==> config.mk <==
export PLATFORM = sky130hd
export DESIGN_NAME = turn_seq
export DESIGN_NICKNAME = d
export VERILOG_FILES = /design/src/rtl/turn_seq.sv
export SDC_FILE = /design/constraint.sdc
export NUM_CORES = 1
export LEC_CHECK = 0
export ABC_CLOCK_PERIOD_IN_PS = 4580
export CAP_MARGIN = 20
export CORE_MARGIN = 2
export CORE_UTILIZATION = 45
export CTS_CLUSTER_DIAMETER = 40
export CTS_CLUSTER_SIZE = 10
export DETAILED_ROUTE_END_ITERATION = 12
export PLACE_DENSITY_LB_ADDON = 0.25
export SLEW_MARGIN = 20
export SYNTH_ARGS = -nofsm -noshare
export SYNTH_HDL_FRONTEND = slang
export SYNTH_SLANG_ARGS = --single-unit
==> constraint.sdc <==
create_clock -name clk -period 4.58 [get_ports clk]
set_clock_uncertainty 0.2 [all_clocks]
set_input_delay 0.687 -clock clk [delete_from_list [all_inputs] [get_ports clk]]
set_output_delay 0.687 -clock clk [all_outputs]
set_load 0.03 [all_outputs]
==> src/rtl/turn_seq.sv <==
// Tail-light turn/hazard sequencer: synchronised switch requests drive a
// prescaled mode FSM, thermometer lamp banks and a status digit.
// Optional macro TURN_SEQ_HEX_STATUS_EN enables the HEX0 mode decode (else blank).
module turn_seq #(
  parameter int LAMPS = 3,
  parameter int DIV   = 4
) (
  input  logic             clk,
  input  logic             Rn,
  input  logic [1:0]       SW,
  input  logic             hazard,
  output logic [2:0]       CurrentState,
  output logic [LAMPS-1:0] LEDR_L,
  output logic [LAMPS-1:0] LEDR_R,
  output logic [7:0]       HEX0
);

  localparam int CW = (DIV > 1) ? $clog2(DIV) : 1;
  localparam int SW_W = $clog2(LAMPS + 1);

  typedef enum logic [2:0] {
    S_IDLE  = 3'd0,
    S_LEFT  = 3'd1,
    S_RIGHT = 3'd2,
    S_HAZ   = 3'd3
  } state_t;

  typedef enum logic [1:0] {
    REQ_NONE  = 2'd0,
    REQ_LEFT  = 2'd1,
    REQ_RIGHT = 2'd2,
    REQ_HAZ   = 2'd3
  } req_t;

  logic [1:0]       sw_s1, sw_s2;
  logic             hz_s1, hz_s2;
  logic [CW-1:0]    cnt;
  logic             tick;
  state_t           state, state_n;
  logic [SW_W-1:0]  step, step_n;
  logic             ph, ph_n;
  logic [LAMPS-1:0] led_l, led_r, led_l_n, led_r_n;
  req_t             req;

  function automatic logic [LAMPS-1:0] therm(input logic [SW_W-1:0] n);
    logic [LAMPS-1:0] t;
    t = '0;
    for (int i = 0; i < LAMPS; i++) begin
      if (i < int'(n)) t[i] = 1'b1;
    end
    return t;
  endfunction

  function automatic state_t mode_of(input req_t r);
    state_t m;
    case (r)
      REQ_LEFT:  m = S_LEFT;
      REQ_RIGHT: m = S_RIGHT;
      REQ_HAZ:   m = S_HAZ;
      default:   m = S_IDLE;
    endcase
    return m;
  endfunction

  // Both sides at once is treated as a hazard request.
  always_comb begin
    req = REQ_NONE;
    if (hz_s2 || (sw_s2[0] && sw_s2[1])) req = REQ_HAZ;
    else if (sw_s2[0])                   req = REQ_LEFT;
    else if (sw_s2[1])                   req = REQ_RIGHT;
  end

  assign tick = (cnt == CW'(DIV - 1));

  // Transitions only on tick; a turn sweep runs to completion unless hazard preempts.
  always_comb begin
    state_n = state;
    step_n  = step;
    ph_n    = ph;
    if (tick) begin
      case (state)
        S_IDLE: begin
          if (req != REQ_NONE) begin
            state_n = mode_of(req);
            step_n  = '0;
            ph_n    = 1'b0;
          end
        end
        S_LEFT, S_RIGHT: begin
          if (req == REQ_HAZ) begin
            state_n = S_HAZ;
            step_n  = '0;
            ph_n    = 1'b0;
          end else if (step == SW_W'(LAMPS)) begin
            state_n = mode_of(req);
            step_n  = '0;
          end else begin
            step_n  = step + SW_W'(1);
          end
        end
        S_HAZ: begin
          if (req == REQ_HAZ) begin
            ph_n = ~ph;
          end else if (ph) begin
            ph_n = 1'b0;
          end else begin
            state_n = mode_of(req);
            step_n  = '0;
          end
        end
        default: begin
          state_n = S_IDLE;
          step_n  = '0;
          ph_n    = 1'b0;
        end
      endcase
    end
  end

  always_comb begin
    led_l_n = '0;
    led_r_n = '0;
    case (state_n)
      S_LEFT:  led_l_n = therm(step_n);
      S_RIGHT: led_r_n = therm(step_n);
      S_HAZ: begin
        led_l_n = {LAMPS{ph_n}};
        led_r_n = {LAMPS{ph_n}};
      end
      default: ;
    endcase
  end

  always_ff @(posedge clk or negedge Rn) begin
    if (!Rn) begin
      sw_s1 <= '0;
      sw_s2 <= '0;
      hz_s1 <= 1'b0;
      hz_s2 <= 1'b0;
      cnt   <= '0;
      state <= S_IDLE;
      step  <= '0;
      ph    <= 1'b0;
      led_l <= '0;
      led_r <= '0;
    end else begin
      sw_s1 <= SW;
      sw_s2 <= sw_s1;
      hz_s1 <= hazard;
      hz_s2 <= hz_s1;
      cnt   <= tick ? '0 : cnt + CW'(1);
      if (tick) begin
        state <= state_n;
        step  <= step_n;
        ph    <= ph_n;
        led_l <= led_l_n;
        led_r <= led_r_n;
      end
    end
  end

  assign CurrentState = state;
  assign LEDR_L       = led_l;
  assign LEDR_R       = led_r;

`ifdef TURN_SEQ_HEX_STATUS_EN
  logic [7:0] hex_q;

  function automatic logic [7:0] hex_of(input state_t s);
    logic [7:0] h;
    case (s)
      S_LEFT:  h = 8'hC7;
      S_RIGHT: h = 8'hAF;
      S_HAZ:   h = 8'h89;
      default: h = 8'hBF;
    endcase
    return h;
  endfunction

  always_ff @(posedge clk or negedge Rn) begin
    if (!Rn)       hex_q <= 8'hBF;
    else if (tick) hex_q <= hex_of(state_n);
  end

  assign HEX0 = hex_q;
`else
  assign HEX0 = 8'hFF;
`endif

endmodule

==> summary by stage <==
Synthesis
The sequential element share of the synthesized area is between 40% and 50%. The netlist area before placement is 1060 sq um. The register bit total from synthesis is 20.

The number of distinct library cells after synthesis is 36. The number of standard cells after synthesis is 89. During synthesis, Yosys emitted a total of 0 warnings. The average cell area after synthesis is 11.9 sq um.

Critical path
Grouping stages by cell kind, the critical path spends the most delay in buffers and inverters. The critical path start-end classification is flip-flop to output port. The worst path arrival time is approximately 1.6 ns.

The startpoint kind of the worst setup timing path is a flip-flop. Traced cell by cell, the critical path runs through clkdlybuf4s50_1. The sort of element at the end of the critical path is an output port. The number of buffer and inverter instances along the worst setup path is 1. The source of the worst register-to-register timing path is cnt[0]$_DFF_PN0_. In this run the worst path has a maximum fanout of 12. Tracing the worst setup path back leads to its startpoint at CurrentState[0]$_DFFE_PN0P_.

For this run, the slowest stage of the critical path takes about 0.74 ns. For this design, the slowest cell found on the critical path is clkdlybuf4s50_1. STA puts the critical path data required time at approximately 3.7 ns.

Placed design
During placement, the flow inserted port buffers numbering 13. Routability-driven placement finished with a final weighted congestion of 0.798. The detailed placer's ending HPWL is between 1000 and 1500 um.

Timing
The share of the clock period used by the worst path is 54.1%. Setup violations remaining at the end of the flow were counted as 0. After layout, the minimum clock period comes to 2.48 ns.

Across all hold checks on the routed design, the worst slack comes to 0.162 ns. The worst max-slew margin expressed relative to the limit is 42.2%. The max-slew violation count is 0. For the pin with the worst max-slew slack, the measured transition is roughly 0.86 ns. After routing, the total negative slack on setup checks comes to 0 ns. Setup repair after global routing left no endpoint under its margin. The final count of hold timing violations came to 0. Derived from the worst setup path, the maximum achievable clock frequency is 403 MHz.

Routing
The first-pass iteration count of the detailed router is 4. Dividing the detail-routed wire length by the instance count gives approximately 14 um. The via-per-instance ratio is between 5 and 6. In the routed design, unresolved DRC markers number 0. The first routing iteration left 8 violations. The count of nets left with antenna violations once routing finished came out at 0.

Wires add up to 1770 um. The total number of vias is 679.

Global route
The first global-routing pass estimated slightly below 3000 um of wire. The number of global-route vias before repair was about 630. Across every metal layer, demand over resource in global routing totals between 10% and 20%. The total congestion overflow after global routing is 0.

The number of antenna violations at the first check in global routing is 0. The maximum number of pins on one net before global-route repair is 21.

Clock tree
The number of clock buffers added by TritonCTS is 3. The number of levels in the clock H-tree is 1. The number of setup buffers added after CTS is 0.

The source-to-sink clock delay at the later pin of the worst-skew pair is around 0.3 ns. The total of cells resized after clock tree synthesis is 0. The clock sink count is 20. After clock tree synthesis, the clock-pin slew on the worst setup and hold paths is 0.10 ns. The number of buffers on the longest clock path is 2. TritonCTS built the clock tree. The number of hold buffers added after CTS is 0. Clock tree synthesis selected as its root buffer the cell clkbuf_4.

Pwr
The worst vdd rail ir drop is between 0.3 and 0.4 mV. Dividing total power by cell area gives a power density of 477 nW/um^2. The static leakage power is just over 0.0005 uW.

Final layout
The area overhead of the layout relative to synthesis is 14.4%. The post-route netlist has ~22% of its cells at a drive strength greater than 1. The number of diodes added for antenna fixing is 0. The sequential standard cell area is 500 sq um. For this run, the post-layout net count is 111. Summing all multi-input logic gate instances after layout gives approximately 470 sq um. The filler cells instantiated in the layout total 202.

Floorplanning
From left edge to right edge, the die measures 52.5 um. The effective utilization at floorplan is 47.9%. The I/O pin count is 22. In this run the core area contains 17 standard-cell rows. The overall die height is 52.5 um. The core area is 2210 sq um. The die outline area is 2760 sq um.

Worst hold path
The hold path startpoint is sw_s1[1]$_DFF_PN0_. In this run the worst hold path is classified as flip-flop to flip-flop.

Run
The tool flagged a number of max-cap violations equal to 0.

Run status
The run finished with clean final reports.
## cell usage in the layout, fill, tap and decap left out, types with 2 or more instances in the layout
master,netlist,routed
nand2b_1,2,2
nor2b_1,4,4
o221ai_2,7,7
conb_1,1,8
a21oi_1,3,3
a22o_2,2,2
inv_1,10,10
ha_1,2,2
o22ai_1,2,2
clkbuf_4,0,3
dfrtp_1,20,20
clkdlybuf4s50_1,0,13
nor2_1,4,4
## Yosys cell counts
master	number	area, sq um
o32a_1	1	10.0
inv_2	1	3.75
nand2_1	1	3.75
nor2_2	1	6.26
a21o_1	1	7.51
o21bai_2	1	11.3
a21oi_1	3	15.0
o2bb2a_4	1	20.0
dfrtp_1	20	500
o32ai_4	1	27.5
ha_1	2	25.0
and3_1	1	6.26
and2b_1	1	7.51
buf_1	1	3.75
nor2b_1	4	25.0
nand3b_1	1	7.51
nand3_1	1	5.00
nand2b_1	2	12.5
or3_4	1	11.3
buf_6	1	11.3
a22o_1	1	8.76
buf_4	8	60.1
nor2_1	4	15.0
conb_1	1	3.75
mux2i_1	1	10.0
a211oi_1	1	7.51
nand3b_4	1	20.0
or4_4	1	11.3
o221ai_2	7	105
nand2_2	1	6.26
o22ai_1	2	12.5
or2_2	1	6.26
xor2_1	1	8.76
a31oi_1	1	6.26
inv_1	10	37.5
a22o_2	2	20.0
## cells by family after synthesis
kind of cell | Yosys count | synth area share (%)
other cells | 1 | 0.354
flops | 20 | 47.2
fa+ha+maj | 2 | 2.36
buf+inv | 21 | 11.0
simple gates | 21 | 13.6
xor+xnor | 1 | 0.827
compound gates | 22 | 23.7
mux | 1 | 0.945
## sequential cells by signal, indices dropped and copies added (netlist names)
register      cells
CurrentState      3
LEDR_L            3
LEDR_R            3
cnt               2
hz_s1             1
hz_s2             1
ph                1
step              2
sw_s1             2
sw_s2             2
## stage by stage
stage | instances | cell area, sq um | util [%] | setup slack [ns] | power [uW]
CTS | 131 | 1210 | 54.8 | 2.09 | 585
detailed placement | 127 | 1180 | 53.2 | 2.43 | 483
global placement | 127 | 1180 | 53.2 | 2.45 | 479
floorplan | 96 | 1090 | - | 2.57 | 415
global route | 131 | 1210 | 54.8 | 2.02 | 615
finish | 131 | 1210 | 54.8 | 2.10 | 579
## layout make-up
| cell class | count | area share, % |
|---|---|---|
| flip-flops and latches | 20 | 41.3 |
| multi-input cells | 55 | 38.7 |
| repair buffers | 13 | 10.7 |
| inverters | 11 | 3.41 |
| clock buffers | 4 | 2.99 |
| well taps | 28 | 2.89 |
## per-layer routing
metal / GRT usage (%) / wire length [um]
met1: 22.0 / 861
met2: 21.7 / 838
met3: 2.57 / 57
met4: 7.69 / 17
met5: 0 / 0
## where the power goes
| group | internal (uW) | switching [uW] |
|---|---|---|
| logic | 104 | 130 |
| registers | 212 | 32.6 |
| clock network | 48.4 | 51.6 |
| total | 365 | 214 |
## final timing paths
check | to | slack, ns | cells after the start
max in group asynchronous | CurrentState[2]$_DFFE_PN0P_ | 2.97 | 1
worst max-delay path | CurrentState[0] | 2.10 | 1
worst min-delay path | sw_s2[1]$_DFF_PN0_ | 0.16 | 0
worst min register to register | sw_s2[1]$_DFF_PN0_ | 0.16 | 0
worst max register to register | LEDR_R[0]$_DFFE_PN0P_ | 2.44 | 6
min in group asynchronous | CurrentState[1]$_DFFE_PN0P_ | 0.67 | 1
(Power assumes the default switching activity.)
